## src/rtl/if_prefetch_if.sv

```systemverilog
// Bundle of the prefetch stage's two buses: imem read port and the {pc, instr} packet stream.
// The master modport is the prefetch side; the slave modport is memory plus downstream FIFO.
interface if_prefetch_if #(
    parameter int ADDR_WIDTH = 32,
    parameter int DATA_WIDTH = 32
);
    logic                             imem_req;
    logic [ADDR_WIDTH-1:0]            imem_addr;
    logic                             imem_gnt;
    logic                             imem_rvalid;
    logic [DATA_WIDTH-1:0]            imem_rdata;
    logic                             pf_tx_valid;
    logic                             pf_tx_ready;
    logic [ADDR_WIDTH+DATA_WIDTH-1:0] pf_tx_data;

    modport master (
        output imem_req,
        output imem_addr,
        input  imem_gnt,
        input  imem_rvalid,
        input  imem_rdata,
        output pf_tx_valid,
        input  pf_tx_ready,
        output pf_tx_data
    );

    modport slave (
        input  imem_req,
        input  imem_addr,
        output imem_gnt,
        output imem_rvalid,
        output imem_rdata,
        input  pf_tx_valid,
        output pf_tx_ready,
        input  pf_tx_data
    );
endinterface

```

## src/rtl/if_prefetch.sv

```systemverilog
// Instruction prefetch: sequential PC generation, credit-limited imem reads, redirect flush.
// Define PREFETCH_PERF_EN to add the perf_fetch_cnt/perf_stall_cnt/perf_flush_cnt counters.
module if_prefetch #(
    parameter int                    ADDR_WIDTH      = 32,
    parameter int                    DATA_WIDTH      = 32,
    parameter int                    MAX_OUTSTANDING = 2,
    parameter logic [ADDR_WIDTH-1:0] RESET_PC        = '0
) (
    input  logic                  clk,
    input  logic                  rstn,
    input  logic                  fetch_en,
    input  logic                  redirect_valid,
    input  logic [ADDR_WIDTH-1:0] redirect_pc,
`ifdef PREFETCH_PERF_EN
    output logic [31:0]           perf_fetch_cnt,
    output logic [31:0]           perf_stall_cnt,
    output logic [31:0]           perf_flush_cnt,
`endif
    if_prefetch_if.master         bus
);

    localparam int CNT_W = $clog2(MAX_OUTSTANDING + 1);
    localparam int PTR_W = (MAX_OUTSTANDING > 1) ? $clog2(MAX_OUTSTANDING) : 1;
    localparam int PKT_W = ADDR_WIDTH + DATA_WIDTH;
    localparam logic [PTR_W-1:0] PTR_LAST   = PTR_W'(MAX_OUTSTANDING - 1);
    localparam logic [CNT_W:0]   MAX_CREDIT = (CNT_W + 1)'(MAX_OUTSTANDING);

    typedef enum logic {IDLE, RUN} state_t;

    state_t                state;
    logic [ADDR_WIDTH-1:0] pc;
    logic [CNT_W-1:0]      inflight;
    logic [CNT_W-1:0]      discard;
    logic [CNT_W-1:0]      buf_count;
    logic [PTR_W-1:0]      buf_rd, buf_wr;
    logic [PTR_W-1:0]      pcq_rd, pcq_wr;
    logic [ADDR_WIDTH-1:0] pcq     [MAX_OUTSTANDING];
    logic [PKT_W-1:0]      pkt_buf [MAX_OUTSTANDING];

    logic credit_ok, req, granted, rsp, push, pop;

    function automatic logic [PTR_W-1:0] ptr_next(input logic [PTR_W-1:0] p);
        return (p == PTR_LAST) ? '0 : p + PTR_W'(1);
    endfunction

    // Discarded reads still hold credit, so inflight counts them until they return.
    assign credit_ok = ({1'b0, inflight} + {1'b0, buf_count}) < MAX_CREDIT;
    assign req       = (state == RUN) && !redirect_valid && credit_ok;
    assign granted   = req && bus.imem_gnt;
    assign rsp       = bus.imem_rvalid && (inflight != '0);
    assign push      = rsp && !redirect_valid && (discard == '0);
    assign pop       = (buf_count != '0) && bus.pf_tx_ready;

    assign bus.imem_req    = req;
    assign bus.imem_addr   = pc;
    assign bus.pf_tx_valid = (buf_count != '0);
    assign bus.pf_tx_data  = pkt_buf[buf_rd];

    always_ff @(posedge clk or negedge rstn) begin
        if (!rstn) begin
            state     <= IDLE;
            pc        <= RESET_PC;
            inflight  <= '0;
            discard   <= '0;
            buf_count <= '0;
            buf_rd    <= '0;
            buf_wr    <= '0;
            pcq_rd    <= '0;
            pcq_wr    <= '0;
        end else begin
            case (state)
                IDLE: if (fetch_en)  state <= RUN;
                RUN:  if (!fetch_en) state <= IDLE;
            endcase

            inflight <= inflight + CNT_W'(granted) - CNT_W'(rsp);

            if (redirect_valid) begin
                // Every read still unreturned after this edge belongs to the old stream.
                pc        <= redirect_pc & ~ADDR_WIDTH'(3);
                discard   <= inflight - CNT_W'(rsp);
                buf_count <= '0;
                buf_rd    <= '0;
                buf_wr    <= '0;
                pcq_rd    <= '0;
                pcq_wr    <= '0;
            end else begin
                if (granted) begin
                    pc     <= pc + ADDR_WIDTH'(4);
                    pcq_wr <= ptr_next(pcq_wr);
                end
                if (rsp && (discard != '0)) begin
                    discard <= discard - CNT_W'(1);
                end
                if (push) begin
                    buf_wr <= ptr_next(buf_wr);
                    pcq_rd <= ptr_next(pcq_rd);
                end
                if (pop) begin
                    buf_rd <= ptr_next(buf_rd);
                end
                buf_count <= buf_count + CNT_W'(push) - CNT_W'(pop);
            end
        end
    end

    always_ff @(posedge clk) begin
        if (granted) begin
            pcq[pcq_wr] <= pc;
        end
        if (push) begin
            pkt_buf[buf_wr] <= {pcq[pcq_rd], bus.imem_rdata};
        end
    end

`ifdef PREFETCH_PERF_EN
    always_ff @(posedge clk or negedge rstn) begin
        if (!rstn) begin
            perf_fetch_cnt <= '0;
            perf_stall_cnt <= '0;
            perf_flush_cnt <= '0;
        end else begin
            if (pop) begin
                perf_fetch_cnt <= perf_fetch_cnt + 32'd1;
            end
            if (req && !bus.imem_gnt) begin
                perf_stall_cnt <= perf_stall_cnt + 32'd1;
            end
            if (redirect_valid) begin
                perf_flush_cnt <= perf_flush_cnt + 32'd1;
            end
        end
    end
`endif

endmodule

```

## src/flat_wrapper.sv

```systemverilog
// flat-port wrapper written by rule: the top's interface ports become plain ports
module if_prefetch_flat 
#(
    parameter int                    ADDR_WIDTH      = 32,
    parameter int                    DATA_WIDTH      = 32,
    parameter int                    MAX_OUTSTANDING = 2,
    parameter logic [ADDR_WIDTH-1:0] RESET_PC        = '0
)
  (clk, rstn, fetch_en, redirect_valid, redirect_pc, bus_imem_req, bus_imem_addr, bus_imem_gnt, bus_imem_rvalid, bus_imem_rdata, bus_pf_tx_valid, bus_pf_tx_ready, bus_pf_tx_data);
  if_prefetch_if #(.ADDR_WIDTH(ADDR_WIDTH), .DATA_WIDTH(DATA_WIDTH)) bus_i ();
  input  logic clk;
  input  logic rstn;
  input  logic fetch_en;
  input  logic redirect_valid;
  input  logic [ADDR_WIDTH-1:0] redirect_pc;
  output wire logic [$bits(bus_i.imem_req)-1:0] bus_imem_req;
  output wire logic [$bits(bus_i.imem_addr)-1:0] bus_imem_addr;
  input wire logic [$bits(bus_i.imem_gnt)-1:0] bus_imem_gnt;
  input wire logic [$bits(bus_i.imem_rvalid)-1:0] bus_imem_rvalid;
  input wire logic [$bits(bus_i.imem_rdata)-1:0] bus_imem_rdata;
  output wire logic [$bits(bus_i.pf_tx_valid)-1:0] bus_pf_tx_valid;
  input wire logic [$bits(bus_i.pf_tx_ready)-1:0] bus_pf_tx_ready;
  output wire logic [$bits(bus_i.pf_tx_data)-1:0] bus_pf_tx_data;
  assign bus_imem_req = bus_i.imem_req;
  assign bus_imem_addr = bus_i.imem_addr;
  assign bus_i.imem_gnt = bus_imem_gnt;
  assign bus_i.imem_rvalid = bus_imem_rvalid;
  assign bus_i.imem_rdata = bus_imem_rdata;
  assign bus_pf_tx_valid = bus_i.pf_tx_valid;
  assign bus_i.pf_tx_ready = bus_pf_tx_ready;
  assign bus_pf_tx_data = bus_i.pf_tx_data;
  if_prefetch #(.ADDR_WIDTH(ADDR_WIDTH), .DATA_WIDTH(DATA_WIDTH), .MAX_OUTSTANDING(MAX_OUTSTANDING), .RESET_PC(RESET_PC)) u_core (.clk(clk), .rstn(rstn), .fetch_en(fetch_en), .redirect_valid(redirect_valid), .redirect_pc(redirect_pc), .bus(bus_i));
endmodule
```

## config.mk

```make
export PLATFORM = sky130hd
export DESIGN_NAME = if_prefetch_flat
export DESIGN_NICKNAME = d
export VERILOG_FILES = /design/src/rtl/if_prefetch_if.sv /design/src/rtl/if_prefetch.sv /design/src/flat_wrapper.sv
export SDC_FILE = /design/constraint.sdc
export NUM_CORES = 1
export LEC_CHECK = 0
export CORE_ASPECT_RATIO = 1.2
export CORE_MARGIN = 2
export CORE_UTILIZATION = 46
export CTS_CLUSTER_SIZE = 10
export DETAILED_ROUTE_END_ITERATION = 6
export GPL_ROUTABILITY_DRIVEN = 1
export MAX_ROUTING_LAYER = met4
export PLACE_DENSITY_LB_ADDON = 0.3
export REMOVE_ABC_BUFFERS = 1
export SKIP_CTS_REPAIR_TIMING = 1
export SLEW_MARGIN = 0
export SYNTH_ARGS = -nofsm -noshare
export SYNTH_HDL_FRONTEND = slang
export SYNTH_SLANG_ARGS = --single-unit
```

## constraint.sdc

```tcl
create_clock -name clk -period 5.7 [get_ports clk]
set_input_delay 1.425 -clock clk [delete_from_list [all_inputs] [get_ports clk]]
set_output_delay 1.425 -clock clk [all_outputs]
set_load 0.03 [all_outputs]
```

==> key figures, run 1 <==
Timing
  • Clk_skew: 0.009621 ns
  • Endpoints failing hold: 0
  • Count of final max-slew check failures: 0
  • Hold Slack: 0.5625 ns
  • Minimum clock period: 4.406 ns
  • Fmax achieved: 0.2270 GHz
  • Slew HR: 0.2116
  • Worst-Margin Slew: 1.183 ns
  • Unrepaired setup endpoints after global routing: no
  • Final setup violating endpoints: 0
  • Final period util: 0.7729
  • Worst setup margin: 1.294 ns
  • Fin Setup TNS: 0 ns

Critical path
  • CP required: 4.28 ns
  • Startpoint Class: flip-flop
  • CP Class: reg -> out
  • Critical path arrival: 2.98 ns
  • Crit path max fanout: 47
  • R2R setup slack: 2.84 ns
  • Worst setup EP type: output pin

Finish
  • Register area: 0.006553 mm^2
  • Design Area, Final: 0.01170 mm^2
  • Share of layout cells above drive strength 1: 0.1867
  • Synth-to-Final Area Change: 29.78%
  • Commonest non-fill, non-tap cell in the layout: edfxtp_1
  • Filler cells: 1,514
  • Final Util: 0.6029
  • Most frequent cells in the layout: 184 x edfxtp_1, 161 x clkdlybuf4s50_1, 92 x mux2_2
  • Area of the multi-input gates: 0.002313 mm^2
  • ANT cells: 0
  • Layout Nets: 807
  • Fin cells: 1,011

Placed design
  • Post-place setup slack: 1.416 ns
  • Final GP Congestion: 0.8124
  • PortBufs: 162
  • Inst Count DP: 963
  • Hpwl dp: 11.66 mm
  • Area of placed instances: 0.01095 mm^2

Synthesis
  • Syn_area_per_cell: 16.25 um^2
  • Sequential area share after synthesis: 0.7266
  • Post-synthesis cell area: 0.009016 mm^2
  • Post-synth EDFFs: 184
  • Ys Warns: 0
  • Post-synth ARST share: 0.1822
  • Dominant synthesized flop cell: edfxtp_1
  • Post-Syn Instances: 555
  • Synth cell types: 41
  • Synth Register Bits: 225

Drt
  • DRC Markers: 0
  • Antenna Violating Nets Remaining: 0
  • Initial DRC Count: 261
  • Drt pass-1 iters: 4
  • Routed WL: 18.49 mm
  • Wire length per cell: 18.29 um
  • Vias post-DR: 5,278
  • Routed vias/inst: 5.221

Global route
  • Met3 GRT Util: 0.02415
  • GR peak layer: met2
  • Gr ovfl total: 0
  • First-pass GRT wire length: 28.46 mm
  • Vias in the first global route: 5,377
  • GR Util met1: 0.2085
  • Largest net degree at the start of global routing: 59
  • Initial antenna violation count: 0
  • GRT Overall Usage: 0.1792
  • Met2 GRT Util: 0.3239

Clock network
  • CTS root buffer: clkbuf_16
  • Clk_lat worst skew: 0.50 ns
  • Maximum root-to-sink buffer count: 3
  • CTS HTree Levels: 1
  • CTS tree: built
  • CTS Buf Count: 26
  • Sink Count: 225
  • Clk slew on worst S/H paths: 0.06 ns

Die
  • Die extent in x: 131.8 um
  • Die area: 0.02074 mm^2
  • Core area: 0.01941 mm^2
  • I/O pin total: 169
  • Row count: 56
  • Die Span Y: 157.4 um
  • Starting Density: 0.4645

Status
  • Status: finished, final reports clean

Flow run
  • Maxcap violations: 0

Power
  • Design Power: 4.919 mW
  • Worst vdd ir: 0.0002541 V
  • Leakage: 3.970 nW
  • Cell Pwr Density: 420.4 mW/mm^2

Min path
  • Hold Crit Class: reg -> reg
-- flip-flops by register name, indices dropped and copies added (netlist names) --
signal,cells
u_core.buf_count,2
u_core.pcq,60
u_core.state,1
u_core.pcq_rd,1
u_core.pcq_wr,1
u_core.pkt_buf,124
u_core.inflight,2
u_core.buf_wr,1
u_core.discard,2
u_core.bus.imem_addr,30
u_core.buf_rd,1
-- worst paths after layout --
check	from	depth (start not counted)	endpoint
max	u_core.buf_rd	3	bus_pf_tx_data[10]
min reg2reg	u_core.pcq[0][21]	1	u_core.pkt_buf[1][53]
min	u_core.pcq[0][21]	1	u_core.pkt_buf[1][53]
max in group asynchronous	rstn	1	u_core.buf_rd
min in group asynchronous	rstn	1	u_core.bus.imem_addr[15]
max reg2reg	u_core.buf_count[0]	7	u_core.bus.imem_addr[26]
-- cell usage after synthesis, types with 2 or more instances --
| cell | instances | area (um^2) |
|---|---|---|
| nand4_1 | 8 | 50.05 |
| and4_1 | 3 | 26.28 |
| nor2b_1 | 2 | 12.51 |
| and2_1 | 2 | 12.51 |
| clkbuf_1 | 18 | 67.56 |
| nor4_1 | 4 | 25.02 |
| o21ai_0 | 6 | 30.03 |
| xor2_1 | 5 | 43.79 |
| nor3_1 | 3 | 15.01 |
| inv_1 | 11 | 41.29 |
| buf_4 | 4 | 30.03 |
| edfxtp_1 | 184 | 5525 |
| o21ai_1 | 5 | 25.02 |
| mux2_2 | 92 | 1036 |
| or3_1 | 6 | 37.54 |
| a31oi_1 | 21 | 131.4 |
| nor2_1 | 31 | 116.4 |
| or2_2 | 2 | 12.51 |
| nand3_1 | 8 | 40.04 |
| nand2_1 | 21 | 78.83 |
| or4_1 | 18 | 135.1 |
| dfrtp_1 | 41 | 1026 |
| xnor2_1 | 12 | 105.1 |
| buf_1 | 5 | 18.77 |
| and3_1 | 4 | 25.02 |
| mux2i_1 | 3 | 30.03 |
| o31ai_1 | 18 | 135.1 |
| ha_1 | 5 | 62.56 |
-- critical path: stages, from the launching register on --
cell and delay (ns):
dfrtp_2 1.15, buf_4 0.35, mux2_2 0.36, clkdlybuf4s50_1 0.60
-- routing by layer --
layer / vias to the layer above / share of wire
met3: 26 / 0.041
met5: - / 0
met2: 146 / 0.53
met4: 0 / 0.019
li1: 2487 / -
met1: 2619 / 0.41
-- power by group --
group / internal (mW) / switching [mW] / total, mW
Clock: 0.879 / 0.589 / 1.47
Combinational: 0.627 / 0.692 / 1.32
Sequential: 1.98 / 0.156 / 2.13
Total: 3.48 / 1.44 / 4.92
-- cell type report --
type                    count  share of cell area
clock buffers              47             0.06416
clock inverters             1           0.0004277
inverters                  11            0.003529
multi-input cells         293              0.1977
flip-flops and latches    225              0.5600
well taps                 261             0.02791
repair buffers            173              0.1463
-- cells by family after synthesis --
logic type,share of synthesized area
DFF,0.7266
and+or+nand+nor,0.07064
muxes,0.1182
AOI/OAI and AO/OA,0.03914
buffers and inverters,0.01929
xor gates and xnor gates,0.01651
adders and majority gates,0.009159
other,0.0004159
(Power assumes the default switching activity.)
==> run 2, diff against run 1 <==
clock period = 4.2 ns   (was 5.7 ns; I/O delays follow)
==> run 2 against run 1 <==
Routed wire length is 2.0% lower. Register-to-register slack worse by 1.7 ns. Worst hold slack worse by 0.020 ns. Global-route usage increased by 0.14 points. Critical path depth rose by 3. Clock-buffer cell count unchanged. Cell count is the same. Largest cell class unchanged. Highest routed layer unchanged.
==> key figures, run 2 (synthesized netlist as in run 1, its figures left out) <==
Placed design
  • Post-place setup slack: 0.6368 ns
  • PortBufs: 162
  • Hpwl dp: 11.89 mm
  • Final GP Congestion: 0.8065

Timing
  • Slew HR: 0.3485
  • Count of final max-slew check failures: 0
  • Worst-Margin Slew: 0.9772 ns
  • Unrepaired setup endpoints after global routing: no
  • Worst setup margin: 0.4016 ns
  • Minimum clock period: 3.798 ns
  • Clk_skew: 0.01624 ns
  • Final period util: 0.9044
  • Fmax achieved: 0.2633 GHz
  • Final setup violating endpoints: 0
  • Endpoints failing hold: 0

Critical path
  • Worst setup EP type: output pin
  • Critical path arrival: 2.75 ns
  • CP Class: reg -> out
  • Crit path max fanout: 6
  • CP required: 3.15 ns
  • Worst Reg-to-Reg Cells: 8
  • Startpoint Class: flip-flop

Global route
  • Met3 GRT Util: 0.02995
  • GR peak layer: met2
  • Initial antenna violation count: 0
  • Gr ovfl total: 0
  • GRT Overall Usage: 0.1806
  • GR Util met1: 0.2092
  • Largest net degree at the start of global routing: 63
  • First-pass GRT wire length: 28.48 mm
  • Vias in the first global route: 5,413
  • Met2 GRT Util: 0.3234

Die
  • Die Span Y: 157.4 um
  • Starting Density: 0.4645
  • I/O pin total: 169
  • Core area: 0.01941 mm^2
  • Die area: 0.02074 mm^2
  • Row count: 56
  • Die extent in x: 131.8 um

Clock network
  • CTS HTree Levels: 1
  • Maximum root-to-sink buffer count: 3
  • Clk slew on worst S/H paths: 0.05 ns
  • CTS tree: built
  • CTS root buffer: clkbuf_16
  • Sink Count: 225
  • Clk_lat worst skew: 0.51 ns
  • CTS Buf Count: 26

Drt
  • Routed vias/inst: 5.309
  • Routed WL: 18.13 mm
  • Initial DRC Count: 343
  • DRC Markers: 0
  • Wire length per cell: 17.93 um
  • Antenna Violating Nets Remaining: 0
  • Vias post-DR: 5,367
  • Drt pass-1 iters: 4

Status
  • Status: finished, final reports clean

Finish
  • Filler cells: 1,463
  • Most frequent cells in the layout: 184 x edfxtp_1, 161 x clkdlybuf4s50_1, 92 x mux2_2
  • Top reg by flops: u_core.pkt_buf
  • Register area: 0.006553 mm^2
  • Synth-to-Final Area Change: 30.06%
  • Share of layout cells above drive strength 1: 0.1867
  • Commonest non-fill, non-tap cell in the layout: edfxtp_1
  • Final Util: 0.6042
  • Layout Nets: 807
  • Max reg flops: 124
  • ANT cells: 0
  • Area of the multi-input gates: 0.002313 mm^2

Power
  • Cell Pwr Density: 568.4 mW/mm^2
  • Leakage: 3.976 nW
  • Worst vdd ir: 0.0003289 V

Flow run
  • Maxcap violations: 0

Min path
  • Hold Crit Class: reg -> reg
  • Hold path cells: 2
-- run 2: layout make-up --
cell class | instances | share of cell area
flip-flops and latches | 225 | 0.5588
clock buffers | 47 | 0.06402
multi-input cells | 293 | 0.1973
inverters | 11 | 0.003521
clock inverters | 1 | 0.0004268
well taps | 261 | 0.02785
repair buffers | 173 | 0.1481
-- run 2: final timing paths --
path                                           from  slack, ns                        to
worst max-delay path            u_core.buf_count[0]       0.40              bus_imem_req
worst min-delay path                  u_core.pcq_rd       0.54             u_core.pcq_rd
max in group asynchronous                      rstn       2.82             u_core.buf_rd
min in group asynchronous                      rstn       0.70   u_core.bus.imem_addr[3]
worst min register to register        u_core.pcq_rd       0.54             u_core.pcq_rd
worst max register to register  u_core.buf_count[0]       1.15  u_core.bus.imem_addr[15]
-- run 2: per-stage QoR --
step                power [mW]  instances  hold slack (ns)  TNS (ns)  cell area [um^2]
CTS                      6.738       1011           0.5466         0             11730
global route             6.964       1011           0.5769         0             11730
detailed placement       4.744        963           0.5344         0             10970
finish                   6.665       1011           0.5425         0             11730
global placement         4.698        963           0.5247         0             10970
floorplan                4.016        529           0.5191   -116.92              8895
-- run 2: critical path, cell delays in order (launching register included) --
cell	delay, ns
dfrtp_1	0.34
inv_1	0.06
nor2_1	0.13
fa_1	0.47
or3b_4	0.45
nor2_1	0.11
clkdlybuf4s50_1	0.68
-- run 2: power by group --
| group | internal (mW) | switching [mW] |
|---|---|---|
| logic | 0.858 | 0.992 |
| registers | 2.68 | 0.154 |
| clock network | 1.19 | 0.786 |
| total | 4.73 | 1.93 |
-- run 2: metal layers --
layer | up-vias | share of wire
met4 | 0 | 0.021
met1 | 2673 | 0.39
met3 | 34 | 0.050
met2 | 170 | 0.54
met5 | - | 0
li1 | 2490 | -
